File: src/rtl/ft_pass_scheduler.sv
// Multi-pass sequencer for the two-neuron fault-tolerant datapath: issues NPASS
// passes of the skewed row/column address stream, stalling on fault flags.
module ft_pass_scheduler #(
    parameter int S         = 8,
    parameter int AW        = 3,
    parameter int NPASS     = 4,
    parameter int PW        = 2,
    parameter int MAX_STALL = 16,
    parameter int SW        = 5
) (
    input  logic          clk,
    input  logic          reset,
    input  logic          start,
    input  logic          abort,
    input  logic          rfflag,
    input  logic          cfflag,
    output logic [AW:0]   addr_r,
    output logic [AW:0]   addr_c,
    output logic          en_s2,
    output logic [PW-1:0] pass_idx,
    output logic          busy,
    output logic          done,
    output logic          err
);
    typedef enum logic [1:0] {IDLE, RUN, DONE, ERR} state_t;

    localparam int LK = S + 1;
    localparam int LP = NPASS - 1;
    localparam int MS = MAX_STALL - 1;
    localparam logic [AW:0]   NULL_A = S[AW:0];
    localparam logic [AW:0]   LAST_K = LK[AW:0];
    localparam logic [AW:0]   K_ZERO = '0;
    localparam logic [AW:0]   K_ONE  = 1;
    localparam logic [AW:0]   K_TWO  = 2;
    localparam logic [PW-1:0] LAST_P = LP[PW-1:0];
    localparam logic [PW-1:0] P_ONE  = 1;
    localparam logic [SW-1:0] LAST_S = MS[SW-1:0];
    localparam logic [SW-1:0] S_ONE  = 1;

    state_t        state;
    logic [AW:0]   k;
    logic [SW-1:0] stall_cnt;

    // Column trails the row by one step; the out-of-range ends read NULL.
    always_comb begin
        addr_r = NULL_A;
        addr_c = NULL_A;
        if (state == RUN) begin
            if (k <= NULL_A) addr_r = k - K_ONE;
            if (k >= K_TWO)  addr_c = k - K_TWO;
        end
    end

    always_ff @(posedge clk) begin
        if (reset) begin
            state     <= IDLE;
            k         <= K_ZERO;
            pass_idx  <= '0;
            stall_cnt <= '0;
            en_s2     <= 1'b0;
            busy      <= 1'b0;
            done      <= 1'b0;
            err       <= 1'b0;
        end else begin
            done <= 1'b0;
            case (state)
                IDLE, ERR: begin
                    if (start && !abort) begin
                        state     <= RUN;
                        k         <= K_ONE;
                        pass_idx  <= '0;
                        stall_cnt <= '0;
                        err       <= 1'b0;
                        busy      <= 1'b1;
                        en_s2     <= 1'b1;
                    end
                end
                RUN: begin
                    if (abort) begin
                        state     <= IDLE;
                        k         <= K_ZERO;
                        pass_idx  <= '0;
                        stall_cnt <= '0;
                        en_s2     <= 1'b0;
                        busy      <= 1'b0;
                    end else if (!rfflag && !cfflag) begin
                        stall_cnt <= '0;
                        en_s2     <= 1'b1;
                        if (k != LAST_K) begin
                            k <= k + K_ONE;
                        end else if (pass_idx != LAST_P) begin
                            pass_idx <= pass_idx + P_ONE;
                            k        <= K_ONE;
                        end else begin
                            state <= DONE;
                            k     <= K_ZERO;
                            done  <= 1'b1;
                            busy  <= 1'b0;
                            en_s2 <= 1'b0;
                        end
                    end else begin
                        // Only a row-side fault blocks stage 2.
                        en_s2     <= !rfflag;
                        stall_cnt <= stall_cnt + S_ONE;
                        if (stall_cnt == LAST_S) begin
                            state <= ERR;
                            k     <= K_ZERO;
                            err   <= 1'b1;
                            busy  <= 1'b0;
                            en_s2 <= 1'b0;
                        end
                    end
                end
                DONE: begin
                    state <= IDLE;
                    en_s2 <= 1'b0;
                    if (abort) begin
                        k        <= K_ZERO;
                        pass_idx <= '0;
                    end
                end
                default: state <= IDLE;
            endcase
        end
    end
endmodule

File: config.mk
export PLATFORM = sky130hd
export DESIGN_NAME = ft_pass_scheduler
export DESIGN_NICKNAME = d
export VERILOG_FILES = /design/src/rtl/ft_pass_scheduler.sv
export SDC_FILE = /design/constraint.sdc
export NUM_CORES = 1
export LEC_CHECK = 0
export CORE_MARGIN = 4
export CORE_UTILIZATION = 40
export CTS_BUF_LIST = sky130_fd_sc_hd__clkbuf_8
export CTS_CLUSTER_DIAMETER = 60
export DETAILED_ROUTE_END_ITERATION = 7
export GPL_TIMING_DRIVEN = 0
export PLACE_DENSITY_LB_ADDON = 0.2
export REMOVE_ABC_BUFFERS = 1
export SYNTH_ARGS = -nofsm -noshare
export SYNTH_HDL_FRONTEND = slang
export SYNTH_SLANG_ARGS = --single-unit
File: constraint.sdc
create_clock -name clk -period 5.1 [get_ports clk]
set_clock_uncertainty 0.15 [all_clocks]
set_input_delay 0.765 -clock clk [delete_from_list [all_inputs] [get_ports clk]]
set_output_delay 0.765 -clock clk [all_outputs]
set_load 0.01 [all_outputs]
==> results of run 1 <==
[logic make-up (layout without fill, tap and decap cells)]
group           after synthesis  after routing  synth area share, %
simple gates                 59             59                25.99
compound gates               36             36                21.20
buf+inv                      19             36                6.218
flops                        17             17                27.73
fa+ha+maj                    14             14                14.27
xor+xnor                      3              3                2.141
mux                           3              3                2.447
[state kept, by name, summed over array words and instances, names as in the netlist]
name / cells
busy: 1
done: 1
en_s2: 1
err: 1
k: 4
pass_idx: 2
stall_cnt: 5
state: 2
[how the worst max path moves through the flow]
stage          from  slack, ns  cells past startpoint   endpoint
2_1_floorplan  k[2]       2.67                      5  addr_c[3]
3_3_place_gp   k[2]       2.00                      6  addr_c[3]
3_5_place_dp   k[2]       1.91                      6  addr_c[3]
4_1_cts        k[2]       1.63                      6  addr_c[3]
5_1_grt        k[2]       1.49                      6  addr_c[3]
6_report       k[2]       1.67                      6  addr_c[3]
[through the flow]
| step | cell area, um2 | total power [mW] | hold slack [ns] | worst slack, ns | instances |
|---|---|---|---|---|---|
| after global routing | 1474 | 0.3745 | 0.3398 | 1.495 | 199 |
| after floorplan | 1200 | 0.2177 | 0.3026 | 2.674 | 145 |
| after CTS | 1474 | 0.3548 | 0.3247 | 1.634 | 199 |
| final | 1474 | 0.3496 | 0.3171 | 1.671 | 199 |
| after detailed placement | 1429 | 0.2580 | 0.3090 | 1.911 | 195 |
| after global placement | 1429 | 0.2565 | 0.3015 | 2.000 | 195 |
[layout by cell type (no fill, tap or decap), drive strengths merged, types with 3 or more instances in the layout]
master | netlist | layout
nand3 | 3 | 3
ha | 14 | 14
a311oi | 3 | 3
inv | 13 | 14
nor2b | 4 | 4
o21ai | 9 | 9
clkbuf | 4 | 3
nor3 | 5 | 5
dfxtp | 17 | 17
mux2i | 3 | 3
clkdlybuf4s50 | 0 | 19
a31oi | 3 | 3
nand2 | 8 | 8
a21oi | 6 | 6
nand2b | 6 | 6
nor2 | 18 | 18
[synthesized netlist by cell type, types with 3 or more instances]
master    instances
nor2_1           18
dfxtp_1          17
ha_1             14
inv_1            13
o21ai_0           9
nand2_1           8
a21oi_1           6
nand2b_1          6
nor3_1            5
clkbuf_1          4
nor2b_1           4
a31oi_1           3
mux2i_1           3
nand3_1           3
[power by group through the flow]
stage,clock network (mW),registers [mW],logic (mW)
6_report,0.0945,0.147,0.109
5_1_grt,0.104,0.148,0.122
4_1_cts,0.0995,0.147,0.109
3_5_place_dp,0,0.150,0.108
3_3_place_gp,0,0.150,0.107
2_1_floorplan,0,0.150,0.0682
[final cells by class]
cell class | count | area (um2) | share of cell area (%)
multi-input cells | 115 | 810.8 | 55.01
flip-flops and latches | 17 | 340.3 | 23.09
repair buffers | 19 | 190.2 | 12.90
inverters | 13 | 48.80 | 3.311
clock buffers | 3 | 41.29 | 2.801
well taps | 31 | 38.79 | 2.632
clock inverters | 1 | 3.754 | 0.2547
[routing by layer]
metal  vias to the layer above  share of wire [%]  global-route usage [%]  wire (um)
li1                        579                  -                       -          -
met1                       546                 48                   19.22       1307
met2                        24                 48                   25.16       1315
met3                         0                3.7                   3.375        100
met4                         0                  0                  0.8086          0
met5                         -                  0                       0          0
==> flow_metrics.env, run 1 <==
export IMPL_p_sw_mw=0.1095
export IMPL_grt_pass1_wl_um=4919
export IMPL_period_needed_ns=3.429
export IMPL_synth_area_leader_cell="dfxtp_1"
export IMPL_yosysWarnings=0
export IMPL_critPathMaxFanout=9
export IMPL_leakage_nw=0.5637
export IMPL_period_share_pct=67.23
export IMPL_synth_area_leaders="dfxtp_1, ha_1, nor2_1"
export IMPL_synth_edff_count=0
export IMPL_nets=189
export IMPL_power_frac_comb_pct=31.1
export IMPL_path_class="reg -> out"
export IMPL_r2r_end="busy"
export IMPL_core_rowCount=19
export IMPL_critPathCaptureType="primary output"
export IMPL_worstPathArrival_ns=2.51
export IMPL_path_cells="inv_1 -> ha_1 -> nor2b_1 -> o41ai_1 -> nand2b_1 -> clkdlybuf4s50_1"
export IMPL_vias=1149
export IMPL_clkSinkCount=17
export IMPL_yosysTopAreaCellShare_pct=27.73
export IMPL_hold_violations=0
export IMPL_drive_gt1_share_pct=4.167
export IMPL_drc=0
export IMPL_min_delay_start="err"
export IMPL_hold_depth=1
export IMPL_grt_max_degree=21
export IMPL_cp_top_family="buffers and inverters"
export IMPL_gp_congestion=0.8402
export IMPL_crit_required_ns=4.18
export IMPL_synth_flop_cell="dfxtp_1"
export IMPL_cts_repair_resized=0
export IMPL_worstRegToRegCells=6
export IMPL_grt_setup_unrepaired="false"
export IMPL_rr_startpoint="state[1]"
export IMPL_seqPwrFrac_pct=41.9
export IMPL_seq_area_frac_synth_pct=27.73
export IMPL_slowest_stage="clkdlybuf4s50_1"
export IMPL_cp_start_kind="flop"
export IMPL_sw_frac_of_total_pct=31.33
export IMPL_hold_path_class="reg -> reg"
export IMPL_antenna_found_initial=0
export IMPL_setup_viol=0
export IMPL_antenna_left=0
export IMPL_wl_per_cell_um=13.68
export IMPL_io_buffers=19
export IMPL_synth_cells=151
export IMPL_chipWidth_um=63.40
export IMPL_fin_setup_tns_ns=0
export IMPL_cts_setup_buffers=0
export IMPL_dieHeight_um=63.40
export IMPL_synth_cell_area_um2=1227
export IMPL_p_per_area_nw_per_um2=237.2
export IMPL_design_core_area_um2=2853
export IMPL_ys_async_sr_fraction_pct=0
export IMPL_numCtsBuffers=3
export IMPL_diodes=0
export IMPL_max_vdd_ir_drop_mv=0.1433
export IMPL_ios=20
export IMPL_avgSynthCellArea_um2=8.129
export IMPL_dieArea_um2=4019
export IMPL_maxSlewHeadroom_pct=42.59
export IMPL_grt_use_total_pct=14.55
export IMPL_drt_iter0_drc=56
export IMPL_fmax_ghz=0.2916
export IMPL_grt_pass1_vias=1108
export IMPL_cts_buffer_depth=2
export IMPL_gr_total_overflow=0
export IMPL_area_growth_pct=20.08
export IMPL_clk_latency_ns=0.24
export IMPL_synth_distinct_cells=44
export IMPL_finalMaxSlewViolations=0
export IMPL_initial_core_util_pct=43.03
export IMPL_slowest_delay_ns=0.53
export IMPL_r2r_slack_ns=2.76
export IMPL_n_fill_cell=277
export IMPL_clk_pin_slew_ns=0.06
export IMPL_htreeDepth=1
export IMPL_power_frac_clock_pct=27.0
export IMPL_cts_root_buf="clkbuf_8"
export IMPL_hpwl_um=2083
export IMPL_ys_ff_latch=17
export IMPL_drv_cap=0
export IMPL_tightest_slew_ns=0.8395
export IMPL_cts_hold_buffers=0
export IMPL_via_per_inst=5.774
export IMPL_wl_um=2723
export IMPL_status="completed"
export IMPL_critPathBufInv=2
export IMPL_cts_tree="yes"
export IMPL_first_pass_iters=4
export IMPL_final_core_util_pct=51.67
export IMPL_min_to="err"
export IMPL_intPower_mw=0.2401
Note: power is estimated with default switching activity, not from simulation.
==> inputs of run 2 (changes only) <==
==> constraint.sdc (replaced) <==
create_clock -name clk -period 3 [get_ports clk]
set_clock_uncertainty 0.15 [all_clocks]
set_input_delay 0.45 -clock clk [delete_from_list [all_inputs] [get_ports clk]]
set_output_delay 0.45 -clock clk [all_outputs]
set_load 0.01 [all_outputs]
==> run 2 against run 1 <==
Against the previous run:
- sequential share of layout area is 0.052 points lower
- critical path depth unchanged
- cell count unchanged
- die area did not move
- non-clock buffer count stayed put
- wire length decreased by 0.48%
- first-iteration DRC count down 5.4%
- critical path type unchanged
- critical endpoint unchanged
- largest power group unchanged
==> flow_metrics.env, run 2 (synthesized netlist as in run 1, its figures left out) <==
export IMPL_vias=1141
export IMPL_final_cell_mix="clkdlybuf4s50_1, nor2_1, dfxtp_1, inv_1, ha_1"
export IMPL_period_share_pct=94.13
export IMPL_nets=189
export IMPL_drt_iter0_drc=53
export IMPL_antenna_found_initial=0
export IMPL_htreeDepth=1
export IMPL_critPathCaptureType="primary output"
export IMPL_fin_setup_tns_ns=0
export IMPL_wl_um=2710
export IMPL_fin_cells=199
export IMPL_design_core_area_um2=2853
export IMPL_hold_slack_ns=0.3172
export IMPL_top_regs="stall_cnt (5), k (4)"
export IMPL_gr_total_overflow=0
export IMPL_chipWidth_um=63.40
export IMPL_first_pass_iters=4
export IMPL_grt_pass1_wl_um=4940
export IMPL_hold_path_class="reg -> reg"
export IMPL_slowest_delay_ns=0.53
export IMPL_power_mw=0.5954
export IMPL_min_delay_start="err"
export IMPL_hold_violations=0
export IMPL_cts_hold_buffers=0
export IMPL_drc=0
export IMPL_area_growth_pct=20.79
export IMPL_min_to="err"
export IMPL_p_per_area_nw_per_um2=401.5
export IMPL_drv_cap=0
export IMPL_grt_pass1_vias=1109
export IMPL_period_needed_ns=2.824
export IMPL_status="completed"
export IMPL_drive_gt1_share_pct=5.357
export IMPL_clkSinkCount=17
export IMPL_crit_required_ns=2.40
export IMPL_dieArea_um2=4019
export IMPL_numCtsBuffers=3
export IMPL_cts_setup_buffers=0
export IMPL_cts_tree="yes"
export IMPL_clk_pin_slew_ns=0.06
export IMPL_ios=20
export IMPL_rr_startpoint="state[1]"
export IMPL_cts_buffer_depth=2
export IMPL_worstRegToRegCells=6
export IMPL_cts_root_buf="clkbuf_8"
export IMPL_via_per_inst=5.734
export IMPL_antenna_left=0
export IMPL_path_class="reg -> out"
export IMPL_slowest_stage="clkdlybuf4s50_1"
export IMPL_setup_viol=0
export IMPL_grt_use_total_pct=14.63
export IMPL_finalMaxSlewViolations=0
export IMPL_clk_latency_ns=0.24
export IMPL_largest_reg_flops=5
export IMPL_cp_top_family="buffers and inverters"
export IMPL_grt_setup_unrepaired="false"
export IMPL_layout_commonest_cell="clkdlybuf4s50_1"
export IMPL_worstPathArrival_ns=2.22
export IMPL_grt_max_degree=21
export IMPL_diodes=0
export IMPL_gp_congestion=0.8402
export IMPL_hpwl_um=2083
export IMPL_critPathMaxFanout=9
export IMPL_tightest_slew_ns=0.8387
export IMPL_initial_core_util_pct=43.03
export IMPL_wl_per_cell_um=13.62
export IMPL_maxSlewHeadroom_pct=42.64
export IMPL_cp_start_kind="flop"
export IMPL_top_register="stall_cnt"
export IMPL_r2r_end="busy"
export IMPL_dieHeight_um=63.40
export IMPL_path_cells="inv_1 -> ha_1 -> nor2b_1 -> o41ai_2 -> nand2b_1 -> clkdlybuf4s50_1"
export IMPL_core_rowCount=19
export IMPL_hold_depth=1
export IMPL_dp_cells=195
export IMPL_r2r_slack_ns=0.65
export IMPL_leakage_nw=0.5720
export IMPL_max_vdd_ir_drop_mv=0.2444
export IMPL_fmax_ghz=0.3541
export IMPL_n_fill_cell=274
export IMPL_cts_repair_resized=1
export IMPL_io_buffers=19
export IMPL_critPathBufInv=2
-- run 2: cell counts in the layout (fill, tap and decap cells not counted) --
No cell type changed its count.
-- run 2: cell type report --
class	count	area (um2)	area share, %
repair buffers	19	190.2	12.83
flip-flops and latches	17	341.6	23.04
clock inverters	1	3.754	0.2532
multi-input cells	115	818.3	55.19
clock buffers	3	41.29	2.785
well taps	31	38.79	2.616
inverters	13	48.80	3.291
-- run 2: layer usage --
metal	part of all wire, %	up-vias	track usage (%)
met1	49	542	19.33
met4	0	0	0.8086
met2	47	21	25.29
met5	0	-	0
met3	3.3	0	3.375
li1	-	578	-
-- run 2: stage by stage --
step	area, um2	setup WS, ns	utilization (%)
5_1_grt	1483	0.03850	51.97
4_1_cts	1481	0.009622	51.93
3_5_place_dp	1429	0.1256	50.09
2_1_floorplan	1200	0.8890	-
6_report	1483	0.1760	51.97
3_3_place_gp	1429	0.2154	50.09
-- run 2: power by group --
group	internal (mW)	switching (mW)	leakage (nW)
Combinational	0.0802	0.105	0.407
Clock	0.0905	0.0708	0.0269
Sequential	0.238	0.0115	0.139
-- run 2: worst max path at each step --
stage,from,to,slack [ns],depth (start not counted)
after floorplan,k[2],addr_c[3],0.89,5
after global placement,k[2],addr_c[3],0.22,6
after detailed placement,k[2],addr_c[3],0.13,6
after CTS,k[2],addr_c[3],0.01,6
after global routing,k[2],addr_c[3],0.04,6
final,k[2],addr_c[3],0.18,6
